--- config.mk ---
export PLATFORM = sky130hd
export DESIGN_NAME = video_timing_gen
export DESIGN_NICKNAME = d
export VERILOG_FILES = /design/src/rtl/video_timing_gen.sv
export SDC_FILE = /design/constraint.sdc
export NUM_CORES = 1
export LEC_CHECK = 0
export ABC_AREA = 1
export ABC_CLOCK_PERIOD_IN_PS = 2000
export CAP_MARGIN = 10
export CORE_MARGIN = 10
export CORE_UTILIZATION = 59
export DETAILED_ROUTE_END_ITERATION = 10
export PLACE_DENSITY = 0.89
export REMOVE_ABC_BUFFERS = 1
export SYNTH_ARGS = -nofsm -noshare
export SYNTH_HDL_FRONTEND = slang
export SYNTH_SLANG_ARGS = --single-unit
--- constraint.sdc ---
create_clock -name clk -period 2 [get_ports clk]
set_input_delay 0.2 -clock clk [delete_from_list [all_inputs] [get_ports clk]]
set_output_delay 0.2 -clock clk [all_outputs]
set_load 0.02 [all_outputs]
--- src/rtl/video_timing_gen.sv ---
// Raster timing generator: horizontal/vertical counters, sync/blank decode, line/frame strobes.
// Optional built-in test pattern source is compiled in with `define TEST_PATTERN_EN.
module video_timing_gen #(
    parameter int   H_ACTIVE = 640,
    parameter int   H_FP     = 16,
    parameter int   H_SYNC   = 96,
    parameter int   H_BP     = 48,
    parameter int   V_ACTIVE = 480,
    parameter int   V_FP     = 10,
    parameter int   V_SYNC   = 2,
    parameter int   V_BP     = 33,
    parameter logic HS_POL   = 1'b0,
    parameter logic VS_POL   = 1'b0,
    parameter int   CW       = 12
) (
    input  logic          clk,
    input  logic          rst,
    input  logic          ce,
`ifdef TEST_PATTERN_EN
    input  logic [1:0]    pattern_sel,
    output logic [7:0]    red,
    output logic [7:0]    green,
    output logic [7:0]    blue,
`endif
    output logic          hs,
    output logic          vs,
    output logic          de,
    output logic [CW-1:0] x,
    output logic [CW-1:0] y,
    output logic          line_start,
    output logic          frame_start
);

    localparam int H_TOTAL = H_ACTIVE + H_FP + H_SYNC + H_BP;
    localparam int V_TOTAL = V_ACTIVE + V_FP + V_SYNC + V_BP;

    localparam logic [CW-1:0] H_LAST     = CW'(H_TOTAL - 1);
    localparam logic [CW-1:0] H_ACT_END  = CW'(H_ACTIVE);
    localparam logic [CW-1:0] H_SYNC_BEG = CW'(H_ACTIVE + H_FP);
    localparam logic [CW-1:0] H_SYNC_END = CW'(H_ACTIVE + H_FP + H_SYNC);
    localparam logic [CW-1:0] V_LAST     = CW'(V_TOTAL - 1);
    localparam logic [CW-1:0] V_ACT_END  = CW'(V_ACTIVE);
    localparam logic [CW-1:0] V_SYNC_BEG = CW'(V_ACTIVE + V_FP);
    localparam logic [CW-1:0] V_SYNC_END = CW'(V_ACTIVE + V_FP + V_SYNC);
    localparam logic [CW-1:0] CNT_ONE    = {{(CW-1){1'b0}}, 1'b1};
    localparam logic [CW-1:0] CNT_ZERO   = {CW{1'b0}};

    logic [CW-1:0] hc_r;
    logic [CW-1:0] vc_r;
    logic [CW-1:0] hc_nxt_s;
    logic [CW-1:0] vc_nxt_s;
    logic          hs_nxt_s;
    logic          vs_nxt_s;
    logic          de_nxt_s;
    logic          origin_s;

    // Next counter values: advance only on pixel-enable, vertical steps on horizontal wrap.
    always_comb begin
        hc_nxt_s = hc_r;
        vc_nxt_s = vc_r;
        if (ce) begin
            if (hc_r == H_LAST) begin
                hc_nxt_s = CNT_ZERO;
                if (vc_r == V_LAST) begin
                    vc_nxt_s = CNT_ZERO;
                end else begin
                    vc_nxt_s = vc_r + CNT_ONE;
                end
            end else begin
                hc_nxt_s = hc_r + CNT_ONE;
            end
        end else begin
            hc_nxt_s = hc_r;
            vc_nxt_s = vc_r;
        end
    end

    // Region decode of the current (pre-increment) position.
    always_comb begin
        hs_nxt_s = ~HS_POL;
        vs_nxt_s = ~VS_POL;
        if ((hc_r >= H_SYNC_BEG) && (hc_r < H_SYNC_END)) begin
            hs_nxt_s = HS_POL;
        end else begin
            hs_nxt_s = ~HS_POL;
        end
        if ((vc_r >= V_SYNC_BEG) && (vc_r < V_SYNC_END)) begin
            vs_nxt_s = VS_POL;
        end else begin
            vs_nxt_s = ~VS_POL;
        end
        de_nxt_s = (hc_r < H_ACT_END) && (vc_r < V_ACT_END);
        origin_s = (hc_r == CNT_ZERO) && (vc_r == CNT_ZERO);
    end

    // Counters and timing outputs; strobes are forced low on any non-advancing cycle.
    always_ff @(posedge clk or negedge rst) begin
        if (!rst) begin
            hc_r        <= CNT_ZERO;
            vc_r        <= CNT_ZERO;
            hs          <= ~HS_POL;
            vs          <= ~VS_POL;
            de          <= 1'b0;
            x           <= CNT_ZERO;
            y           <= CNT_ZERO;
            line_start  <= 1'b0;
            frame_start <= 1'b0;
        end else begin
            hc_r <= hc_nxt_s;
            vc_r <= vc_nxt_s;
            if (ce) begin
                hs          <= hs_nxt_s;
                vs          <= vs_nxt_s;
                de          <= de_nxt_s;
                x           <= hc_r;
                y           <= vc_r;
                line_start  <= (hc_r == CNT_ZERO);
                frame_start <= origin_s;
            end else begin
                line_start  <= 1'b0;
                frame_start <= 1'b0;
            end
        end
    end

`ifdef TEST_PATTERN_EN
    localparam int CWX = CW + 3;

    logic [1:0]   pat_r;
    logic [1:0]   pat_s;
    logic [2:0]   bar_s;
    logic [CWX-1:0] hc_x8_s;
    logic         chk_s;
    logic [7:0]   red_nxt_s;
    logic [7:0]   green_nxt_s;
    logic [7:0]   blue_nxt_s;

    // Pattern source: the selection seen at the frame origin governs the whole frame.
    always_comb begin
        pat_s       = origin_s ? pattern_sel : pat_r;
        hc_x8_s     = {hc_r, 3'b000};
        bar_s       = 3'b000;
        chk_s       = |(((hc_r ^ vc_r) >> 5) & CNT_ONE);
        red_nxt_s   = 8'h00;
        green_nxt_s = 8'h00;
        blue_nxt_s  = 8'h00;
        // Bar index is the largest b with hc*8 >= b*H_ACTIVE, avoiding a divider.
        for (int b = 1; b < 8; b++) begin
            if (hc_x8_s >= CWX'(b * H_ACTIVE)) begin
                bar_s = 3'(b);
            end else begin
                bar_s = bar_s;
            end
        end
        if (de_nxt_s) begin
            case (pat_s)
                2'd0: begin
                    red_nxt_s   = 8'hFF;
                    green_nxt_s = 8'hFF;
                    blue_nxt_s  = 8'hFF;
                end
                2'd1: begin
                    red_nxt_s   = bar_s[1] ? 8'hFF : 8'h00;
                    green_nxt_s = bar_s[2] ? 8'hFF : 8'h00;
                    blue_nxt_s  = bar_s[0] ? 8'hFF : 8'h00;
                end
                2'd2: begin
                    red_nxt_s   = chk_s ? 8'hFF : 8'h00;
                    green_nxt_s = chk_s ? 8'hFF : 8'h00;
                    blue_nxt_s  = chk_s ? 8'hFF : 8'h00;
                end
                2'd3: begin
                    red_nxt_s   = 8'(hc_r);
                    green_nxt_s = 8'(hc_r);
                    blue_nxt_s  = 8'(hc_r);
                end
                default: begin
                    red_nxt_s   = 8'h00;
                    green_nxt_s = 8'h00;
                    blue_nxt_s  = 8'h00;
                end
            endcase
        end else begin
            red_nxt_s   = 8'h00;
            green_nxt_s = 8'h00;
            blue_nxt_s  = 8'h00;
        end
    end

    // Pattern selection latch and colour outputs, aligned with de.
    always_ff @(posedge clk or negedge rst) begin
        if (!rst) begin
            pat_r <= 2'd0;
            red   <= 8'h00;
            green <= 8'h00;
            blue  <= 8'h00;
        end else if (ce) begin
            pat_r <= pat_s;
            red   <= red_nxt_s;
            green <= green_nxt_s;
            blue  <= blue_nxt_s;
        end else begin
            pat_r <= pat_r;
            red   <= red;
            green <= green;
            blue  <= blue;
        end
    end
`endif

endmodule

======== After elaboration in Yosys (flattened, before gate mapping) ========
Index checks and enable logic that the tools add are counted.
storage, ports and cells
  register bits after elaboration ......... 53
  input bits .............................. 3
  output and inout bits ................... 29
  word-level logic and storage cells ...... 32
cells by class
  $lt $le $gt $ge ......................... 6
  reduce and logical (&&, ||, !) cells .... 7
  add/sub/neg operators ................... 2
  equal/unequal tests ..................... 2
  mux-type cells .......................... 6
operator list
  kind                     number
  $add A12 B1 Y12 const B  2
  $eq A12 B10 Y1 const B   2
  $logic_not A12 Y1        2
  $lt A12 B10 Y1 const B   2
  $lt A12 B9 Y1 const B    2
  $mux W12                 2
  $ge A12 B10 Y1 const B   1
  $ge A12 B9 Y1 const B    1
  $logic_and A1 B1 Y1      4
  $mux W1                  4
  $reduce_and A2 Y1        1

======== Depth between registers and ports, before layout ========
  depth in word-level cells ............... 3
  gate-level depth with buffers ........... 8

======== Worst setup path before layout ========
Ideal clock, no wire load.
  path kind ............................... flip-flop to flip-flop
  from .................................... reg hc_r[0]
  to ...................................... reg vc_r[2]
  path buffers ............................ 1
  required time ........................... 1883 ps
  cell stages (with the launch flop) ...... 8
  path slack .............................. 725 ps
  setup time .............................. 117 ps
  arrival ................................. 1158 ps
  cells stage by stage .................... dfrtp_1 ha_1 inv_1 nor2_4 nand4_2 buf_6 nand2_1 o21ai_2
between the ends
  longest elaborated chain between the ends .. 2
ends and longest elaborated chain
  what                         RTL line  RTL
  from (decl)                  48        logic [CW-1:0] hc_r;
  from (signal assigned)       109       hc_r <= hc_nxt_s;
  $eq A12 B10 Y1               62        if (hc_r == H_LAST) begin
  $reduce_and A2 Y1 (no line)  -
  to (signal assigned)         110       vc_r <= vc_nxt_s;
  to (decl)                    49        logic [CW-1:0] vc_r;
No other way between the ends.
A chain may end at the register's enable or synchronous reset.

======== Worst setup path after layout ========
  from .................................... reg hs
  to ...................................... out hs
RTL lines
  what                    RTL line  RTL
  from (decl)             25        output logic hs,
  from (signal assigned)  101       hs <= ~HS_POL;
  from (signal assigned)  112       hs <= hs_nxt_s;
No word-level cell between the ends.

==> out/metrics.csv <==
stage,metric,value,unit
outcome,outcome,finished clean,
placement,pre-CTS setup slack,301,ps
clock_tree,H-tree depth,2,
final_layout,Post-Layout Cell Count,404,
sta,Setup WS post-layout,344,ps
clock_tree,CTS tree,done,
clock_tree,clk slew on worst S/H paths,100,ps
logic_synthesis,Ys Warns,0,
routing,TritonRoute pass-1 iters,7,
clock_tree,CTS Buffer Depth,2,
power,worst vdd ir,459,µV
sta,Final setup viols,0,
sta,final worst path period share,82.8,%
floorplanning,Die ar.,7440,µm²
critical_path,"Cell Chain, Critical Path",clkdlybuf4s50_1,
placement,Placed Cells incl. Taps,395,
final_layout,ANT cells,0,
sta,Final Max Tran Viols,0,
final_layout,fillers,317,
logic_synthesis,Synth Register Bits,53,
critical_path,CP max-delay cell,clkdlybuf4s50_1,
grt,largest net degree at the start of global routing,54,
clock_tree,Post-CTS Resized,0,
routing,DR vias,2256,
critical_path,"Data required, critical path",1800,ps
routing,Routed WL per cell,14.4,µm
logic_synthesis,Synth area leader,dfrtp_1,
sta,final hold slack,404,ps
clock_tree,CTS Sinks,53,
clock_tree,worst skew pair latency,310,ps
floorplanning,core area,4290,µm²
sta,Hold Fails Final Rpt,0,
logic_synthesis,"Seq/Total Area, Yosys",51.3,%
logic_synthesis,Synth top area share,49.3,%
grt,GRT Total Usage,16.4,%
logic_synthesis,count of cell types in the netlist,31,
critical_path,buffers plus inverters on the worst setup path,1,
floorplanning,Die W,86.2,µm
critical_path,"slowest stage delay, CP",600,ps
logic_synthesis,Synth area leaders,"dfrtp_1 (49%), nand2_1 (14%), inv_1 (4.3%)",
grt,first-pass GRT wire length,10.0,mm
floorplanning,# rows,24,
sta,Max-slew headroom,74.7,%
sta,Tightest Pin Transition,379,ps
placement,dpl cell area,2970,µm²
power,leakage dissipation,0.00148,µW
critical_path,CP Depth,1,
sta,Setup Skew,5.55,ps
clock_tree,CTS Hold Bufs,1,
grt,vias in the first global route,2222,
routing,Starting DRT DRC Count,168,
sta,fin crit period,1660,ps
critical_path,WS Path Type,reg2out,
clock_tree,root buf cell,clkbuf_8,
placement,gpl congestion,0.942,
critical_path,Critical Path AT,1460,ps
sta,RSZ-0062 raised after global routing,false,
placement,Port Buffer Count,31,
final_layout,P&R area growth vs syn,18.4,%
critical_path,crit path max fanout,2,
clock_tree,TritonCTS Buffers,5,
grt,global route overflow,0,
final_layout,Final #Nets,359,
routing,Via density,5.58,
floorplanning,Die Y,86.2,µm
logic_synthesis,Mean Syn Cell Area,8.22,µm²
grt,antenna violations before repair,0,
logic_synthesis,Mapped Area,2590,µm²
power,PD cells,774,nW/µm²
hold_path,Hold Crit Class,in2async,
flow_run,max_cap viols,0,
placement,dpl hpwl,4.17,mm
critical_path,Startpoint Class,flop,
routing,Post-Route WL,5.81,mm
floorplanning,Initial Utilization,60.3,%
critical_path,family with the most delay on the worst path,buffers and inverters,
critical_path,R2R cell count,6,
final_layout,fin area,3070,µm²
routing,drc violations,0,
clock_tree,post-CTS setup buffers,0,
floorplanning,IO Pins,32,
sta,Setup TNS Final,0,ps
sta,f_max,604,MHz
routing,"antenna viol nets, final",0,
logic_synthesis,Mapped Cells,315,
critical_path,nature of the critical path endpoint,output port,
final_layout,share of layout cells above drive strength 1,8.52,%
[cell type report]
type,instances,area (µm²),share of cell area (%)
Clock inverter,3,21.3,0.694
Timing Repair Buffer,38,373,12.2
Clock buffer,5,68.8,2.24
Multi-Input combinational cell,222,1090,35.6
Tap cell,52,65.1,2.12
Sequential cell,53,1330,43.3
Inverter,31,116,3.80
[layer usage]
metal,part of all wire (%),GRT usage [%],up-vias
met2,48,26.6,124
li1,-,-,1065
met3,9.1,4.97,17
met5,0,0,-
met1,41,20.2,1050
met4,1.8,5.74,0
[path summary, 6_finish.rpt]
check | from | to | slack (ps)
worst min register to register | x[2] | x[2] | 480
worst max-delay path | hs | hs | 340
worst min-delay path | rst | hc_r[6] | 400
max in group asynchronous | rst | hs | 1320
worst max register to register | hc_r[7] | vc_r[5] | 410
min in group clk | x[2] | x[2] | 480
[through the flow]
stage / power [µW] / util (%)
3_3_place_gp: 1750 / 69.1
3_5_place_dp: 1770 / 69.1
5_1_grt: 2490 / 71.4
2_1_floorplan: 1560 / -
6_report: 2370 / 71.4
4_1_cts: 2380 / 71.4
[kinds of logic after synthesis]
logic type	after synthesis	share of synthesized area, %
compound gates	32	6.48
simple gates	174	29.6
fa+ha+maj	5	2.42
buf+inv	40	6.48
flops	53	51.3
xor+xnor	11	3.72
[flip-flops by register name, summed over array words and instances (netlist names)]
name / count
y: 12
hc_r: 12
vs: 1
frame_start: 1
x: 12
de: 1
vc_r: 12
hs: 1
line_start: 1
[cells in the final DEF (no fill, tap or decap), types with 6 or more instances in the layout]
| cell | count |
|---|---|
| nand2_1 | 100 |
| xor2_1 | 9 |
| clkdlybuf4s50_1 | 30 |
| inv_1 | 30 |
| nand3_1 | 17 |
| dfrtp_1 | 51 |
| nand4_1 | 6 |
| nor3_1 | 6 |
| nor2_1 | 29 |
| o21ai_0 | 21 |
[cell usage after synthesis]
| master | instances |
|---|---|
| nor3_1 | 6 |
| xor2_1 | 9 |
| nand4_2 | 1 |
| or2_2 | 3 |
| buf_2 | 2 |
| dfrtp_1 | 51 |
| o21ai_1 | 3 |
| dfstp_2 | 2 |
| inv_2 | 1 |
| a31oi_1 | 1 |
| nor2_2 | 1 |
| o21ai_2 | 1 |
| ha_1 | 5 |
| clkbuf_1 | 4 |
| nor4_1 | 1 |
| a21oi_1 | 5 |
| buf_4 | 2 |
| nand2_2 | 2 |
| nand3_2 | 1 |
| xnor2_1 | 2 |
| nor2_1 | 29 |
| nand3b_1 | 4 |
| o21ai_0 | 21 |
| inv_1 | 30 |
| nor3_2 | 1 |
| nor2_4 | 2 |
| nand4_1 | 6 |
| buf_6 | 1 |
| nand2_1 | 100 |
| nand3_1 | 17 |
| o211ai_1 | 1 |
[power breakdown]
part | total [µW] | switching [µW] | internal, µW
Clock | 619 | 370 | 249
Combinational | 469 | 276 | 192
Sequential | 1280 | 113 | 1170
Total | 2370 | 759 | 1610
Power figures use the tool's default switching activity.
